$ cat src/rtl/io_bank_pkg.sv
// Shared types and constants for the general-purpose output pad bank:
// per-pad mode encoding, load FSM states and configuration bits per pad.
package io_bank_pkg;

   localparam int CFG_BITS_PER_PAD = 2;

   typedef enum logic [1:0] {
      GPOUT_DISABLED = 2'b00,
      GPOUT_BYPASS   = 2'b01,
      GPOUT_REG      = 2'b10,
      GPOUT_REG_INV  = 2'b11
   } gpout_mode_t;

   typedef enum logic [1:0] {
      ST_UNCFG   = 2'b00,
      ST_LOADING = 2'b01,
      ST_ACTIVE  = 2'b10,
      ST_ERROR   = 2'b11
   } cfg_state_t;

endpackage

$ cat src/rtl/logical_tile_io_output_bank_gpout_pad_slice.sv
// One output pad: mode decode, capture flops and output mux.
// Optional macro GPOUT_OE_REG_EN registers OE alongside data in REG/REG_INV modes.
module gpout_pad_slice
   import io_bank_pkg::*;
#(
   parameter logic RESET_VALUE = 1'b0
) (
   input  logic       clk,
   input  logic       rst_n,
   input  logic       i_active,
   input  logic [1:0] i_mode,
   input  logic       i_data,
   input  logic       i_oe,
   output logic       o_pad,
   output logic       o_oe
);

   gpout_mode_t w_mode;
   logic        r_out_q;
   logic        w_reg_oe;

   assign w_mode = gpout_mode_t'(i_mode);

   // Outside ACTIVE the flop is forced to RESET_VALUE, so the first active cycle shows it.
   always_ff @(posedge clk or negedge rst_n) begin
      if (!rst_n) begin
         r_out_q <= RESET_VALUE;
      end else if (i_active) begin
         r_out_q <= (w_mode == GPOUT_REG_INV) ? ~i_data : i_data;
      end else begin
         r_out_q <= RESET_VALUE;
      end
   end

`ifdef GPOUT_OE_REG_EN
   logic r_oe_q;

   always_ff @(posedge clk or negedge rst_n) begin
      if (!rst_n) begin
         r_oe_q <= 1'b0;
      end else if (i_active) begin
         r_oe_q <= i_oe;
      end else begin
         r_oe_q <= 1'b0;
      end
   end

   assign w_reg_oe = r_oe_q;
`else
   assign w_reg_oe = i_oe;
`endif

   always_comb begin
      o_pad = RESET_VALUE;
      o_oe  = 1'b0;
      if (i_active) begin
         case (w_mode)
            GPOUT_BYPASS: begin
               o_pad = i_data;
               o_oe  = i_oe;
            end
            GPOUT_REG, GPOUT_REG_INV: begin
               o_pad = r_out_q;
               o_oe  = w_reg_oe;
            end
            default: begin
               o_pad = RESET_VALUE;
               o_oe  = 1'b0;
            end
         endcase
      end
   end

endmodule

$ cat src/rtl/logical_tile_io_output_bank.sv
// Multi-pad general-purpose output bank: configuration chain, bit counter,
// load FSM and NUM_PADS pad slices. Optional macro: GPOUT_OE_REG_EN.
module logical_tile_io_output_bank
   import io_bank_pkg::*;
#(
   parameter int   NUM_PADS    = 8,
   parameter logic RESET_VALUE = 1'b0
) (
   input  logic                clk,
   input  logic                rst_n,
   input  logic                cfg_en,
   input  logic                ccff_head,
   output logic                ccff_tail,
   input  logic [NUM_PADS-1:0] iopad_outpad,
   input  logic [NUM_PADS-1:0] iopad_oe,
   output logic [NUM_PADS-1:0] gfpga_pad_GPOUT_PAD,
   output logic [NUM_PADS-1:0] gfpga_pad_GPOUT_OE,
   output logic                cfg_done,
   output logic                cfg_error
);

   localparam int CHAIN_LEN = CFG_BITS_PER_PAD * NUM_PADS;
   localparam int CW        = $clog2(CHAIN_LEN + 2);
   localparam logic [CW-1:0] CNT_FULL = CW'(CHAIN_LEN);
   localparam logic [CW-1:0] CNT_SAT  = CW'(CHAIN_LEN + 1);

   logic [CHAIN_LEN-1:0] r_cfg_sr;
   logic [CW-1:0]        r_cnt;
   cfg_state_t           r_state;
   cfg_state_t           w_state_nxt;
   logic                 w_active;

   always_ff @(posedge clk or negedge rst_n) begin
      if (!rst_n) begin
         r_cfg_sr <= '0;
      end else if (cfg_en) begin
         r_cfg_sr <= {r_cfg_sr[CHAIN_LEN-2:0], ccff_head};
      end
   end

   assign ccff_tail = r_cfg_sr[CHAIN_LEN-1];

   // Counter restarts at 1 on the first cfg_en cycle of every load.
   always_ff @(posedge clk or negedge rst_n) begin
      if (!rst_n) begin
         r_cnt <= '0;
      end else if (cfg_en) begin
         if (r_state != ST_LOADING) begin
            r_cnt <= CW'(1);
         end else if (r_cnt != CNT_SAT) begin
            r_cnt <= r_cnt + CW'(1);
         end
      end
   end

   always_ff @(posedge clk or negedge rst_n) begin
      if (!rst_n) begin
         r_state <= ST_UNCFG;
      end else begin
         r_state <= w_state_nxt;
      end
   end

   always_comb begin
      w_state_nxt = r_state;
      if (cfg_en) begin
         w_state_nxt = ST_LOADING;
      end else if (r_state == ST_LOADING) begin
         w_state_nxt = (r_cnt == CNT_FULL) ? ST_ACTIVE : ST_ERROR;
      end
   end

   // cfg_en gates w_active directly so pads fall safe on the first reload cycle.
   always_comb begin
      cfg_done  = (r_state == ST_ACTIVE);
      cfg_error = (r_state == ST_ERROR);
      w_active  = (r_state == ST_ACTIVE) && !cfg_en;
   end

   for (genvar g = 0; g < NUM_PADS; g++) begin : g_pad
      gpout_pad_slice #(
         .RESET_VALUE(RESET_VALUE)
      ) u_slice (
         .clk      (clk),
         .rst_n    (rst_n),
         .i_active (w_active),
         .i_mode   (r_cfg_sr[CFG_BITS_PER_PAD*g +: CFG_BITS_PER_PAD]),
         .i_data   (iopad_outpad[g]),
         .i_oe     (iopad_oe[g]),
         .o_pad    (gfpga_pad_GPOUT_PAD[g]),
         .o_oe     (gfpga_pad_GPOUT_OE[g])
      );
   end

endmodule

$ cat config.mk
export PLATFORM = sky130hd
export DESIGN_NAME = logical_tile_io_output_bank
export DESIGN_NICKNAME = d
export VERILOG_FILES = /design/src/rtl/io_bank_pkg.sv /design/src/rtl/logical_tile_io_output_bank_gpout_pad_slice.sv /design/src/rtl/logical_tile_io_output_bank.sv
export SDC_FILE = /design/constraint.sdc
export NUM_CORES = 1
export LEC_CHECK = 0
export CORE_MARGIN = 2
export CORE_UTILIZATION = 51
export CTS_BUF_LIST = sky130_fd_sc_hd__clkbuf_2
export CTS_CLUSTER_SIZE = 40
export DETAILED_ROUTE_END_ITERATION = 12
export PLACE_DENSITY = 0.82
export SYNTH_ARGS = -nofsm -noshare
export SYNTH_HDL_FRONTEND = slang
export SYNTH_HIERARCHICAL = 1
export SYNTH_SLANG_ARGS = --single-unit
$ cat constraint.sdc
create_clock -name clk -period 2.86 [get_ports clk]
set_input_delay 0.429 -clock clk [delete_from_list [all_inputs] [get_ports clk]]
set_output_delay 0.429 -clock clk [all_outputs]
set_load 0.03 [all_outputs]
==> flow_metrics.tcl, run 1 <==
set metrics [dict create \
    io_buffers 38 \
    period_needed_ns 2.278 \
    fp.dieH_um 60.45 \
    setup_ws_ns 0.5819 \
    grt_use_total_pct 18.31 \
    top_layer_used "met4" \
    yosysTopAreaCell "dfrtp_1" \
    cp-start-kind "flop" \
    final_cell_mix "dfrtp_1 (31), nand2_1 (25), clkdlybuf4s50_1 (22), buf_4 (19), mux2_2 (16)" \
    dp_cells 227 \
    grt_max_degree 41 \
    die_w_um 60.45 \
    max_freq_mhz 439.0 \
    io_pins 39 \
    ant_nets 0 \
    synth.cell_area_sq_um 1625 \
    coreArea_sq_um 3053 \
    routedWlPerCell_um 13.18 \
    tns_ns 0 \
    die-area_sq_um 3654 \
    power_leakage_nw 1.053 \
    r2r_cells 5 \
    final_cells 235 \
    start_util_pct 53.24 \
    path_class "reg2out" \
    dr.pass1.iters 4 \
    hpwlAfterDp_mm 2.243 \
    vias 1261 \
    p_clk_share_pct 23.0 \
    place_ws_ns 0.7086 \
    ys_seq_area_share_pct 47.73 \
    netlist_instances 145 \
    drv_cap 0 \
    pwr-share-seq_pct 54.1 \
    rsz0062_at_grt "false" \
    cts_made_buffers 5 \
    route.met2.wl_mm 1.592 \
    status "finished clean" \
    drc 0 \
    ir_drop_mv 0.5029 \
    netSwitchingFraction_pct 31.23 \
    cts_tree "yes" \
    cts_max_level 2 \
    post_cts_buffers 0 \
    p_sw_w 0.0003927 \
    worstSetupEndpointType "output pin" \
    area_delta_synth_final_pct 27.94 \
    slew_headroom_pct 74.11 \
    fin_area_sq_um 2079 \
    antenna_found_initial 0 \
    clk_latency_ns 0.35 \
    power.internal_w 0.0008648 \
    cts_hold_buf 0 \
    cts_num_sinks 31 \
    layout_commonest_cell "dfrtp_1" \
    grt_pass1_vias 1131 \
    fin_skew_ns 0.004840 \
    clk_pin_slew_ns 0.16 \
    required_ns 2.43 \
    worstReg2RegStart "r_state[0]" \
    drv_slew 0 \
    rows 20 \
    combPwrFrac_pct 22.9 \
    drive_above_1_share_pct 23.56 \
    avgSynthCellArea_sq_um 11.21 \
    fin_crit_sh_pct 79.65 \
    syn-num-nets 168 \
    grt_overflow 0 \
    met3WireLength_um 131 \
    vias_per_cell 5.366 \
    diodes 0 \
    ys_types 25 \
    yosys-top-cells-area "dfrtp_1 (48%), mux2_2 (11%), mux2i_1 (6.2%)" \
    worstPathArrival_ns 1.85 \
    hold_path.class "in2async" \
    hold_viol_final 0 \
    cts-root-buf "clkbuf_2" \
    clk_path_buf_depth 2 \
    drt_iter0_drc 56 \
    p_per_area_nw_per_um2 604.7 \
    ys_warn_count 6 \
    cp-startpoint "r_state[0]" \
    place_area_sq_um 2016 \
    cts_resized 0 \
    cp_max_fo 40 \
    ys_seq_elements 31 \
    grt_pass1_wl_mm 4.795 \
    finalSetupViolations 0 \
    fin_nets 213 \
    tightest_slew_ns 0.3883 \
    routed_wirelength_mm 3.097 \
    wl_met1_mm 1.358 \
    routabilityCongestion 0.7292 \
    netlist.area_leader.share_pct 47.73 \
]
## cell type report
cell class              count  area (sq um)
multi-input cells         108         810.8
clock inverters             3         38.79
well taps                  44         55.05
inverters                   3         11.26
clock buffers               5         25.02
repair buffers             41         362.8
fillers                   256         973.4
flip-flops and latches     31         775.7
## path summary, 6_finish.rpt
kind	endpoint	slack [ns]
min reg2reg	r_cnt[1]	0.57
max in group asynchronous	r_cnt[0]	2.13
min in group clk	r_cnt[1]	0.57
min	r_cfg_sr[13]	0.45
max reg2reg	g_pad[7].u_slice/r_out_q	1.40
max	gfpga_pad_GPOUT_PAD[0]	0.58
## cell usage after synthesis, drive strengths merged
master and number:
inv 3, and2 1, and4b 1, o22ai 1, nand2b 9, nor4b 1
nor2 2, a22o 3, o211a 8, nand3 9, a21o 1, nand2 25
nor2b 3, o21ai 3, and3 1, mux2i 10, and2b 2, buf 3
mux2 16, dfrtp 31, ha 3, nand4b 8, nand4bb 1
## routing by layer
metal | vias to the layer above | track usage [%]
met5 | - | 0
met4 | 0 | 6.832
met3 | 2 | 7.036
met2 | 30 | 30.75
met1 | 618 | 21.45
li1 | 611 | -
## power by group through the flow
stage          combinational, W  clock, W  sequential (W)
5_1_grt                0.000316  0.000312        0.000703
6_report               0.000288  0.000289        0.000680
2_1_floorplan          0.000201         0        0.000663
3_3_place_gp           0.000280         0        0.000681
4_1_cts                0.000293  0.000298        0.000679
3_5_place_dp           0.000292         0        0.000689
## sequential cells by signal (all words and copies together), names as in the netlist
register	count
r_cfg_sr	16
g_pad.u_slice/r_out_q	8
r_state	2
r_cnt	5
## worst max-delay path, stage by stage (launching register included)
cell      delay [ns]
dfrtp_1         0.45
nor2b_1         0.14
nor2b_2         0.17
buf_4           0.34
nand4b_1        0.15
nand2_1         0.08
buf_4           0.15
## cells by family (layout without fill, tap and decap cells)
kind of cell    after synthesis  in the layout  synth area share (%)
compound gates               16             16                 8.315
fa+ha+maj                     3              3                 2.310
buf+inv                       6             52                 2.540
flops                        31             31                 47.73
simple gates                 63             63                 21.86
mux                          26             26                 17.24
## stage by stage
stage,utilization [%],power [W],hold WS (ns)
after floorplan,-,0.0008645,0.1334
after global placement,66.02,0.0009604,0.5380
after detailed placement,66.02,0.0009814,0.5424
after CTS,68.11,0.001271,0.4297
after global routing,68.11,0.001331,0.4423
final,68.11,0.001257,0.4453
Power figures use the tool's default switching activity.
==> run 2, diff against run 1 <==
CORE_UTILIZATION = 46   (was 51)
PLACE_DENSITY = 0.78   (was 0.82)
clock period = 1.92 ns   (was 2.86 ns; I/O delays follow)
==> flow_metrics.tcl, run 2 (synthesized netlist as in run 1, its figures left out) <==
set metrics [dict create \
    required_ns 1.63 \
    vias 1383 \
    start_util_pct 48.33 \
    worstPathArrival_ns 1.75 \
    p_total_w 0.001794 \
    die-area_sq_um 4025 \
    worstSetupEndpointType "output pin" \
    diodes 0 \
    power_leakage_nw 1.133 \
    die_w_um 63.44 \
    hpwlAfterDp_mm 2.362 \
    cts_max_level 2 \
    drc 0 \
    cts-root-buf "clkbuf_2" \
    fin_area_sq_um 2401 \
    io_pins 39 \
    grt_pass1_vias 1437 \
    fill_cells 242 \
    fin_nets 232 \
    cts_made_buffers 5 \
    top_register "r_cfg_sr" \
    drv_slew 0 \
    routabilityCongestion 0.7247 \
    power.internal_w 0.001163 \
    top_regs "r_cfg_sr: 16 flops, g_pad.u_slice/r_out_q: 8 flops, r_cnt: 5 flops" \
    clk_pin_slew_ns 0.16 \
    p_clk_share_pct 16.6 \
    cts_num_sinks 31 \
    ir_drop_mv 0.4727 \
    hold_viol_final 0 \
    dr.pass1.iters 4 \
    violations "negative setup slack" \
    p_sw_w 0.0006315 \
    status "finished with violations" \
    slew_headroom_pct 73.71 \
    combPwrFrac_pct 25.4 \
    fp.dieH_um 63.44 \
    area_delta_synth_final_pct 47.73 \
    cts_tree "yes" \
    place_area_sq_um 2143 \
    vias_per_cell 5.424 \
    max_freq_mhz 490.3 \
    finalSetupViolations 14 \
    period_needed_ns 2.040 \
    drt_iter0_drc 75 \
    clk_latency_ns 0.37 \
    grt_max_degree 32 \
    rsz0062_at_grt "true" \
    pwr-share-seq_pct 58.0 \
    antenna_found_initial 0 \
    p_per_area_nw_per_um2 747.3 \
    grt_pass1_wl_mm 6.610 \
    routed_wirelength_mm 3.844 \
    drive_above_1_share_pct 38.76 \
    largest_reg_flops 16 \
    layout_commonest_cell "dfrtp_1" \
    netSwitchingFraction_pct 35.19 \
    path_class "reg2out" \
    fin_crit_sh_pct 106.2 \
    cp-start-kind "flop" \
    setup_ws_ns -0.1196 \
    grt_use_total_pct 21.59 \
    cp_max_fo 5 \
    grt_overflow 0 \
    coreArea_sq_um 3363 \
    clk_path_buf_depth 2 \
    rows 21 \
    hold_path.class "in2async" \
    final_cell_mix "dfrtp_1 (30), clkdlybuf4s50_1 (19), buf_6 (18), nand2_1 (17), buf_4 (17)" \
    ant_nets 0 \
    fin_skew_ns 0.01703 \
    io_buffers 38 \
    drv_cap 0 \
    routedWlPerCell_um 15.07 \
    tightest_slew_ns 0.3944 \
]
[run 2: per-layer routing]
layer  share of wire (%)  wire length [um]  vias up  global-route usage (%)
li1                    -                 -      654                       -
met5                   0                 0        -                       0
met3                 5.7               220        3                   7.679
met4                0.60                23        0                   7.065
met1                  41              1557      685                   24.27
met2                  53              2042       41                   37.89
[run 2: worst max-delay path, stage by stage, from the launching register on]
cell     delay [ns]
dfrtp_2        0.45
nor2b_4        0.12
nor2b_4        0.20
buf_4          0.15
buf_16         0.11
nand3_1        0.11
nand2_2        0.11
buf_6          0.13
[run 2: what timing repair did]
| item | CTS | global route |
|---|---|---|
| setup buffers | 16 | 2 |
| setup endpoints to repair | 18 | 17 |
| pin swaps | 0 | 0 |
| hold buffers | 0 | 0 |
| gates cloned | 3 | 0 |
| resized for setup | 23 | 2 |
[run 2: cell type report]
type,instances,area [sq um],area share [%]
Timing Repair Buffer,60,618.1,25.74
Inverter,3,11.26,0.4690
Multi-Input combinational cell,108,903.4,37.62
Sequential cell,31,777.0,32.36
Clock buffer,5,25.02,1.042
Tap cell,46,57.56,2.397
Clock inverter,2,8.758,0.3648
[run 2: metrics by stage]
| stage | hold WS [ns] | worst slack [ns] | util [%] | setup TNS [ns] | instances |
|---|---|---|---|---|---|
| after floorplan | -0.007591 | -0.03392 | - | -0.2713 | 145 |
| after global placement | 0.5395 | 0.1549 | 63.73 | 0 | 230 |
| after detailed placement | 0.5628 | 0.1007 | 63.73 | 0 | 230 |
| after CTS | 0.2976 | -0.09266 | 72.40 | -0.8731 | 255 |
| after global routing | 0.2847 | -0.2380 | 71.39 | -2.582 | 255 |
| final | 0.2845 | -0.1196 | 71.39 | -1.034 | 255 |
[run 2: worst paths after layout]
kind / start / end / slack [ns] / cells past startpoint
max: r_state[0] / gfpga_pad_GPOUT_PAD[0] / -0.12 / 7
min in group clk: iopad_outpad[2] / g_pad[2].u_slice/r_out_q / 0.51 / 3
max reg2reg: r_state[1] / g_pad[3].u_slice/r_out_q / 0.28 / 10
min reg2reg: r_cnt[1] / r_cnt[1] / 0.59 / 1
max in group asynchronous: rst_n / r_cfg_sr[10] / 1.33 / 2
min: rst_n / r_cnt[3] / 0.28 / 2
[run 2: power by group through the flow]
| stage | Clock (W) | Combinational [W] | Sequential (W) |
|---|---|---|---|
| after CTS | 0.000296 | 0.000465 | 0.00103 |
| after global routing | 0.000334 | 0.000499 | 0.00108 |
| after floorplan | 0 | 0.000303 | 0.00101 |
| after global placement | 0 | 0.000425 | 0.00104 |
| final | 0.000298 | 0.000455 | 0.00104 |
| after detailed placement | 0 | 0.000444 | 0.00105 |
==> run 3, diff against run 2 <==
SKIP_LAST_GASP = 1   (was not set)
==> results of run 3 <==
The final DEF is identical to that of run 2; final timing and power are the same.
